<file path="config.mk">
export PLATFORM = sky130hd
export DESIGN_NAME = conv3d_cfg_queue
export DESIGN_NICKNAME = d
export VERILOG_FILES = /design/src/rtl/conv3d_cfg_queue.sv
export SDC_FILE = /design/constraint.sdc
export NUM_CORES = 1
export LEC_CHECK = 0
export BUFFER_PORTS_ARGS = -buffer_cell sky130_fd_sc_hd__buf_2
export CAP_MARGIN = 20
export CORE_ASPECT_RATIO = 0.8
export CORE_MARGIN = 4
export CORE_UTILIZATION = 50
export CTS_CLUSTER_SIZE = 10
export DETAILED_ROUTE_END_ITERATION = 8
export PLACE_DENSITY = 0.81
export SYNTH_ARGS = -nofsm -noshare
export SYNTH_HDL_FRONTEND = slang
export SYNTH_SLANG_ARGS = --single-unit
</file>
<file path="constraint.sdc">
create_clock -name clk -period 19.9 [get_ports clk]
set_clock_uncertainty 0.15 [all_clocks]
set_input_delay 1.99 -clock clk [delete_from_list [all_inputs] [get_ports clk]]
set_output_delay 1.99 -clock clk [all_outputs]
set_load 0.02 [all_outputs]
</file>
<file path="src/rtl/conv3d_cfg_queue.sv">
// conv3d_cfg_queue: config register decode, descriptor FIFO, prefetch and in-flight tracking
// Status readback returns the state after the sampling edge, so it is built from next-state values.
module conv3d_cfg_queue #(
   parameter int AW    = 30,
   parameter int DEPTH = 4
) (
   input  logic          clk,
   input  logic          rst,
   input  logic          config_ena,
   input  logic [5:0]    config_addr,
   input  logic [31:0]   config_data,
   input  logic          config_rd,
   output logic [31:0]   config_rdata,
   output logic          cfg_valid,
   input  logic          cfg_ready,
   output logic [AW-1:0] cfg_xbase,
   output logic [AW-1:0] cfg_ybase,
   output logic [AW-1:0] cfg_zbase,
   output logic [AW-1:0] cfg_xoffset,
   output logic [AW-1:0] cfg_yoffset,
   output logic [8:0]    cfg_width_in,
   output logic [8:0]    cfg_height_out,
   output logic [17:0]   cfg_length_in,
   output logic [17:0]   cfg_length_out,
   input  logic          cfg_done,
   output logic          cfg_prefetch,
   output logic [AW-1:0] cfg_waddr,
   output logic [7:0]    cfg_length_w,
   input  logic          cfg_prefetch_done
);
   localparam int PW = $clog2(DEPTH);
   localparam int DW = 5 * AW + 54;

   logic [AW-1:0] waddr, xbase, ybase, zbase, xoffset, yoffset;
   logic [7:0]    wlength;
   logic [8:0]    width_in, height_out;
   logic [17:0]   length_in, length_out;
   logic [DW-1:0] mem [DEPTH];
   logic [DW-1:0] head;
   logic [PW-1:0] wr_ptr, rd_ptr;
   logic [PW:0]   level, level_n;
   logic [7:0]    inflight, inflight_n, done_cnt, done_n;
   logic          pf_busy, pf_busy_n, err_ovf, err_ovf_n, err_sp, err_sp_n, err_pf, err_pf_n;
   logic          wr_run, wr_pf, clr_err, flush, pop, push, done_ok, pf_go;
   logic [31:0]   status_n, rd_fld, rd_msk, rdata_n;

   assign wr_run  = config_ena && config_addr == 6'd19 && config_data[0];
   assign wr_pf   = config_ena && config_addr == 6'd2 && config_data[0];
   assign clr_err = config_ena && config_addr == 6'd21 && config_data[0];
   assign flush   = config_ena && config_addr == 6'd21 && config_data[1];
   assign cfg_valid = level != '0;
   assign pop     = cfg_valid && cfg_ready && !flush;
   assign push    = wr_run && !flush && (level != (PW+1)'(DEPTH) || pop);
   assign done_ok = cfg_done && (inflight != 8'd0 || pop);
   // a coinciding prefetch_done frees the engine before the new request is judged
   assign pf_go   = wr_pf && (!pf_busy || cfg_prefetch_done);

   assign head = cfg_valid ? mem[rd_ptr] : '0;
   assign {cfg_xbase, cfg_ybase, cfg_zbase, cfg_xoffset, cfg_yoffset,
           cfg_width_in, cfg_height_out, cfg_length_in, cfg_length_out} = head;
   assign cfg_waddr    = waddr;
   assign cfg_length_w = wlength;

   always_comb begin
      level_n    = flush ? '0 : level + (PW+1)'(push) - (PW+1)'(pop);
      inflight_n = (pop && !done_ok) ? (inflight == 8'hFF ? inflight : inflight + 8'd1)
                 : (!pop && done_ok) ? inflight - 8'd1 : inflight;
      done_n     = clr_err ? 8'd0 : done_cnt + 8'(done_ok);
      pf_busy_n  = pf_go || (pf_busy && !cfg_prefetch_done);
      err_ovf_n  = (err_ovf && !clr_err) || (wr_run && !flush && !push);
      err_sp_n   = (err_sp && !clr_err) || (cfg_done && !done_ok);
      err_pf_n   = (err_pf && !clr_err) || (wr_pf && !pf_go);
      status_n   = {done_n, 3'b000, err_pf_n, err_sp_n, err_ovf_n, pf_busy_n,
                    level_n != '0 || inflight_n != 8'd0, inflight_n, 8'(level_n)};
   end

   always_comb begin
      rd_fld = '0;
      rd_msk = '0;
      case (config_addr)
         6'd0:  begin rd_fld = 32'(waddr);      rd_msk = 32'({AW{1'b1}}); end
         6'd1:  begin rd_fld = 32'(wlength);    rd_msk = 32'h0000_00FF;   end
         6'd10: begin rd_fld = 32'(xbase);      rd_msk = 32'({AW{1'b1}}); end
         6'd11: begin rd_fld = 32'(ybase);      rd_msk = 32'({AW{1'b1}}); end
         6'd12: begin rd_fld = 32'(zbase);      rd_msk = 32'({AW{1'b1}}); end
         6'd13: begin rd_fld = 32'(xoffset);    rd_msk = 32'({AW{1'b1}}); end
         6'd14: begin rd_fld = 32'(yoffset);    rd_msk = 32'({AW{1'b1}}); end
         6'd15: begin rd_fld = 32'(width_in);   rd_msk = 32'h0000_01FF;   end
         6'd16: begin rd_fld = 32'(height_out); rd_msk = 32'h0000_01FF;   end
         6'd17: begin rd_fld = 32'(length_in);  rd_msk = 32'h0003_FFFF;   end
         6'd18: begin rd_fld = 32'(length_out); rd_msk = 32'h0003_FFFF;   end
         default: ;
      endcase
      // a write to the same address this cycle is what the register holds after the edge
      rdata_n = config_addr == 6'd20 ? status_n : (config_ena ? config_data & rd_msk : rd_fld);
   end

   always_ff @(posedge clk)
      if (push)
         mem[wr_ptr] <= {xbase, ybase, zbase, xoffset, yoffset,
                         width_in, height_out, length_in, length_out};

   always_ff @(posedge clk) begin
      if (rst) begin
         waddr        <= '0;
         wlength      <= '0;
         xbase        <= '0;
         ybase        <= '0;
         zbase        <= '0;
         xoffset      <= '0;
         yoffset      <= '0;
         width_in     <= '0;
         height_out   <= '0;
         length_in    <= '0;
         length_out   <= '0;
         wr_ptr       <= '0;
         rd_ptr       <= '0;
         level        <= '0;
         inflight     <= '0;
         done_cnt     <= '0;
         pf_busy      <= 1'b0;
         err_ovf      <= 1'b0;
         err_sp       <= 1'b0;
         err_pf       <= 1'b0;
         cfg_prefetch <= 1'b0;
         config_rdata <= '0;
      end else begin
         if (config_ena)
            case (config_addr)
               6'd0:  waddr      <= config_data[AW-1:0];
               6'd1:  wlength    <= config_data[7:0];
               6'd10: xbase      <= config_data[AW-1:0];
               6'd11: ybase      <= config_data[AW-1:0];
               6'd12: zbase      <= config_data[AW-1:0];
               6'd13: xoffset    <= config_data[AW-1:0];
               6'd14: yoffset    <= config_data[AW-1:0];
               6'd15: width_in   <= config_data[8:0];
               6'd16: height_out <= config_data[8:0];
               6'd17: length_in  <= config_data[17:0];
               6'd18: length_out <= config_data[17:0];
               default: ;
            endcase
         wr_ptr       <= wr_ptr + PW'(push);
         rd_ptr       <= flush ? wr_ptr : rd_ptr + PW'(pop);
         level        <= level_n;
         inflight     <= inflight_n;
         done_cnt     <= done_n;
         pf_busy      <= pf_busy_n;
         err_ovf      <= err_ovf_n;
         err_sp       <= err_sp_n;
         err_pf       <= err_pf_n;
         cfg_prefetch <= pf_go;
         if (config_rd)
            config_rdata <= rdata_n;
      end
   end
endmodule

</file>
# Yosys cells after proc, flatten, opt, wreduce, memory -nomap -nowiden
# Memories as Yosys holds them, arrays and structs flattened. A register that Yosys moved wholly into a read port is not among the register bits.
# Index checks and enable logic that the tools add are counted.
[word_totals]
reg_bits = 302
elab_cells = 118
output_inout_bits = 276
input_bits = 45
n_memories = 1
ram_bits = 816
[mem_list]
columns = ["name", "words", "word_bits", "rd", "rd_clocked_by_memory_dff", "wr", "line_no", "rtl"]
rows = [
  ["mem", 4, 204, 1, 1, 1, "38", "logic [DW-1:0] mem [DEPTH];"],
]
[op_classes]
reduce_logical = 57
n_mux = 14
bitwise_logic = 1
n_eq_ne = 16
addsub = 7
[op_table]
columns = ["operator", "n"]
rows = [
  ["30-bit case mux with 11 select lines", 1],
  ["204-bit 2-to-1 mux", 1],
  ["30-bit case mux with 4 select lines", 1],
  ["32-bit 2-to-1 mux", 2],
  ["6-bit by 4-bit equality test with 1-bit output (second input constant)", 6],
  ["6-bit by 5-bit equality test with 1-bit output (second input constant)", 6],
  ["32-bit AND", 1],
  ["8-bit 2-to-1 mux", 4],
  ["1-bit logical AND", 22],
  ["2-bit AND reduction", 11],
  ["8-bit nonzero test", 2],
  ["8-bit by 1-bit adder with 8-bit output", 1],
  ["8-bit by 1-bit adder with 8-bit output (second input constant)", 1],
  ["8-bit equality test (second input constant)", 1],
  ["1-bit logical NOT", 8],
  ["1-bit logical OR", 8],
  ["8-bit by 1-bit subtractor with 8-bit output (second input constant)", 1],
  ["6-bit by 1-bit equality test with 1-bit output (second input constant)", 1],
  ["6-bit by 2-bit equality test with 1-bit output (second input constant)", 1],
  ["6-bit logical NOT", 1],
  ["3-bit nonzero test", 2],
  ["6-bit OR reduction", 1],
  ["2-bit by 1-bit adder with 2-bit output", 2],
  ["2-bit 2-to-1 mux", 2],
  ["6 further kinds", 8],
]

# Depth between registers and ports, before layout
[logic_depth]
depth_word = 13
mapped_depth = 18
ltp_nobuf = 16

# Least setup slack after synthesis
# No wires, ideal clock.
[synth_path]
path_kind = "input to register"
startpoint = "input config_addr[3]"
endpoint = "memory mem[1][0] in the netlist's numbering (enable)"
n_path_buf = 1
required_ps = 18690
path_stages = 5
arrival_ps = 17818
setup_time_ps = 1060
slack_ps = 872
cell_sequence = "or4b_1 > clkbuf_1 > nor3_1 > nand2b_1 > nor3b_1"
[synth_via]
elab_chain_cells = 9
word_cells_on_any_way = 13
classes_between = "2 x eq/ne; 2 x mux; 9 x reduce/logical"
[synth_rtl]
columns = ["item", "line_no", "rtl"]
rows = [
  ["start: declaration", "10", "input logic [5:0] config_addr,"],
  ["6-bit by 5-bit equality test with 1-bit output", "50", "assign flush = config_ena && config_addr == 6'd21 && config_data[1];"],
  ["1-bit logical AND (2 in a row)", "50", ""],
  ["1-bit logical NOT", "52, 53", ""],
  ["1-bit logical AND", "52", "assign pop = cfg_valid && cfg_ready && !flush;"],
  ["1-bit logical OR", "53", "assign push = wr_run && !flush && (level != (PW+1)'(DEPTH) || pop);"],
  ["1-bit logical AND (*)", "53", ""],
  ["1-bit 2-to-1 mux (*)", "99", "if (push)"],
  ["1-bit 2-to-1 mux (not written as such) (*)", "100", "mem[wr_ptr] <= {xbase, ybase, zbase, xoffset, yoffset,"],
  ["end: declaration", "38", ""],
]
# Every way passes the cells marked *; elsewhere a longest branch is shown, timed or not.

# Worst setup path in the final report
[layout_path]
startpoint = "input config_addr[0]"
endpoint = "register config_rdata[16]"
[layout_via]
elab_chain_cells = 13
word_cells_on_any_way = 45
classes_between = "2 x add/sub; 13 x eq/ne; 7 x mux; 1 x bitwise; 22 x reduce/logical"
[layout_rtl]
columns = ["item", "line_no", "rtl"]
rows = [
  ["6-bit by 5-bit equality test with 1-bit output", "50", ""],
  ["1-bit logical AND (2 in a row)", "50", ""],
  ["1-bit logical NOT", "52, 53", ""],
  ["1-bit logical AND", "52", ""],
  ["1-bit logical OR, on equally long branches", "53, 54", ""],
  ["1-bit logical AND, on equally long branches", "53, 54", ""],
  ["3-bit by 1-bit adder with 3-bit output (tied with other cells)", "65", "level_n = flush ? '0 : level + (PW+1)'(push) - (PW+1)'(pop);"],
  ["3-bit by 1-bit subtractor with 3-bit output (tied with other cells)", "65", ""],
  ["3-bit 2-to-1 mux or 8-bit 2-to-1 mux (tied branches)", "65, 66", ""],
  ["3-bit nonzero test or 8-bit nonzero test (tied branches)", "74", "level_n != '0 || inflight_n != 8'd0, inflight_n, 8'(level_n)};"],
  ["1-bit logical OR", "74", ""],
  ["32-bit 2-to-1 mux (*)", "95", "rdata_n = config_addr == 6'd20 ? status_n : (config_ena ? config_data & rd_msk : rd_fld);"],
  ["end signal: assignment", "154", "config_rdata <= rdata_n;"],
  ["end: declaration", "13", "output logic [31:0] config_rdata,"],
]
# Marks and branches as above.
# A chain may end at the register's enable or synchronous reset.

==> summary.md <==
| Metric | Value |
|---|---|
| Vias | 28100 |
| Crit path max fanout | 30 |
| Share of cells above drive strength 1 | 22.5% |
| Int Pwr | just over 4 mW |
| PwrDens | 112 nW/um2 |
| Gr usage total | a little over a quarter |
| Final hold viol count | 0 |
| Total global routing overflow | 0 |
| Max-Cap Viols | 0 |
| Post-synth EDFFs | between 800 and 900 |
| Core area | roughly 86000 um2 |
| GP Congestion | 0.942 |
| Worst setup EP type | flip-flop |
| FF/Latch Area | between 30000 and 40000 um2 |
| Sw Share | 27.2% |
| Status | finished, final reports clean |
| Global-route wire length before repair | about 180000 um |
| Cts-stage hold buffer count | 0 |
| Clock buffer depth | 3 |
| IO Port Bufs | between 300 and 400 |
| CP arrival | 6.51 ns |
| Worst endpoint required time | about 20 ns |
| Vias per std cell | 6.23 |
| # rows | 96 |
| Area of the mapped netlist | between 40000 and 50000 um2 |
| Fin crit share | between 30% and 40% |
| Most frequent cells in the layout | edfxtp_1, nand2_1, buf_2 |
| Die Footprint | 92400 um2 |
| Min cycle time layout | 6.12 ns |
| Commonest non-fill, non-tap cell in the layout | edfxtp_1 |
| Nets | 3333 |
| Leak | around 18 nW |
| FILL cells | between 6000 and 7000 |
| Reg clk slew, reported paths | 0.06 ns |
| Skew-Pair Late Insertion Delay | between 0.7 and 0.8 ns |
| Avg Inst Size Synth | ~15 um2 |
| Synth Flop Type | edfxtp_1 |
| CTS sink cnt | between 1000 and 1500 |
| Synth warn | 0 |
| Relative slew slack | a little under a quarter |
| Setup CP Type | in2reg |
| Area grow syn2layout | 15.2% |
| H-tree levels | 4 |
| Area share of the largest cell type after synthesis | between 50 and 60% |
| Largest net degree at the start of global routing | 150 |
| Clock share of power | around 39% |
| Chip width | around 340 um |
| Die H | around 270 um |
| Initial antenna violation count | 13 |
| Synthesized instance count | approximately 3000 |
| Reg power frac | between 40 and 50% |
| Unrepaired setup endpoints after global routing | false |
| Root Buffer Master | clkbuf_16 |
| WL/cell | ~27 um |
| CTS Buf Count | 131 |
| Area of the multi-input gates | between 10000 and 15000 um2 |
| FF-to-FF path depth | 8 |
| Async set-or-reset flop fraction in the synthesized netlist | 0% |
| Post-DRT Antenna Nets | 0 |
| CTS tree | done |
| Seq/Total Area, Yosys | 69.8% |
| Top cells by area, synth | edfxtp_1, dfxtp_1, mux4_2, nand2_1, a21oi_1 |
| Syn_nets | 3046 |
| Pre-antenna DRT Iters | 6 |
| Post-DP HPWL | 76300 um |
| Combinational share of power | 16.4% |
| Cell taking the most area after synthesis | edfxtp_1 |
| Post-route DRC | 0 |
| Max Transition Viols Final | 0 |
| Synth cell types | 70 |
| Startpoint Class | primary input |
| Worst-Margin Slew | ~1.2 ns |
| Post-cts resize count | 0 |
| Post-CTS setup buffers | 0 |
| Flops & latches, synth | around 1100 |
| Psw | roughly 1.5 mW |
| Number of global-route vias before repair | about 27000 |
| TNS Setup | 0 ns |
| Worst Hold Class | reg2reg |
| Worst vdd ir | 76.5 uV |
| Number of setup violations in the final report | 0 |
| I/O pins | between 300 and 400 |
| Hold path cells | 2 |
| Total power | about 5.7 mW |
| DR iter-0 viols | 4581 |
| Detailed Route WL | ~120000 um |
| Initial Utilization | 50.8% |
| FMAX | 163 MHz |
-- per-layer routing --
layer	up-vias	track usage (%)	wire, um
met5	-	0	142
met4	20	10.9	5130
met3	313	8.48	17500
met2	1984	37.3	52700
met1	13900	38.1	48100
li1	11800	-	-
-- path summary, 6_finish.rpt --
kind / from / to / slack (ns)
max: config_addr[0] / config_rdata[16]$_SDFFE_PP0P_ / 13.78
max reg2reg: level[1]$_SDFF_PP0_ / mem[3][154]$_DFFE_PP_ / 15.60
min reg2reg: config_rdata[6]$_SDFFE_PP0P_ / config_rdata[6]$_SDFFE_PP0P_ / 0.32
min: config_rdata[6]$_SDFFE_PP0P_ / config_rdata[6]$_SDFFE_PP0P_ / 0.32
-- power by group through the flow --
stage / sequential, mW / clock (mW) / combinational (mW)
finish: 2.53 / 2.20 / 0.929
global route: 2.54 / 2.33 / 1.00
CTS: 2.53 / 2.22 / 0.934
detailed placement: 2.58 / 0 / 0.929
global placement: 2.58 / 0 / 0.922
floorplan: 2.55 / 0 / 0.686
-- layout make-up --
cell class	count	share of cell area, %
Sequential cell	1118	60.6
Inverter	15	0.112
Antenna cell	4	0.0198
Clock inverter	19	0.687
Timing Repair Buffer	368	4.06
Tap cell	1127	2.80
Clock buffer	212	7.17
Multi-Input combinational cell	1644	24.6
-- state kept, by name (all words and copies together) (netlist names), 2 cells and up --
signal        cells
length_in        18
ybase            30
yoffset          30
cfg_waddr        30
rd_ptr            2
wr_ptr            2
xoffset          30
config_rdata     32
level             3
cfg_length_w      8
xbase            30
inflight          8
done_cnt          8
zbase            30
mem             816
width_in          9
height_out        9
length_out       18
-- synthesized netlist by cell type, types with 7 or more instances --
master and number:
a22oi_1 67, a21oi_1 273, buf_2 26, dfxtp_1 302, nand2_1 519, edfxtp_1 816, a22o_1 17, mux4_2 207
a221oi_1 22, nand3_1 49, buf_1 30, nand2b_1 7, ha_1 9, clkbuf_1 155, or3_1 10, nor3_1 27
o21ai_0 18, and2_1 212, nor2b_1 9, a222oi_1 14, and3_1 20, nor2_1 57, inv_1 14
-- stage by stage --
step	cell area (um2)	instances	hold WS (ns)	utilization, %	setup WS, ns
after floorplan	43800	2991	0.297	-	0.872
after global placement	46400	4271	0.301	53.8	13.31
after detailed placement	46400	4271	0.306	53.8	13.21
after CTS	50400	4502	0.316	58.4	13.93
after global routing	50400	4505	0.341	58.5	13.51
final	50400	4507	0.315	58.5	13.78
-- critical path, stage by stage --
cell and delay, ns:
buf_2 0.63, nand4b_1 0.32, o211ai_2 0.73, and3_1 0.28, nand2b_1 0.25, ha_1 0.27
inv_1 0.06, ha_1 0.13, inv_1 0.05, fa_1 0.39, xor2_1 0.16, xnor2_1 0.27
a31o_2 0.21, inv_1 0.04, a221o_1 0.29, nor4_1 0.29, o22ai_1 0.12
-- cell families after synthesis --
logic type      synth area share, %
xor+xnor                      0.200
flops                          69.8
buf+inv                        2.08
simple gates                   10.2
mux                            10.9
compound gates                 6.54
fa+ha+maj                     0.303
Power figures use the tool's default switching activity.
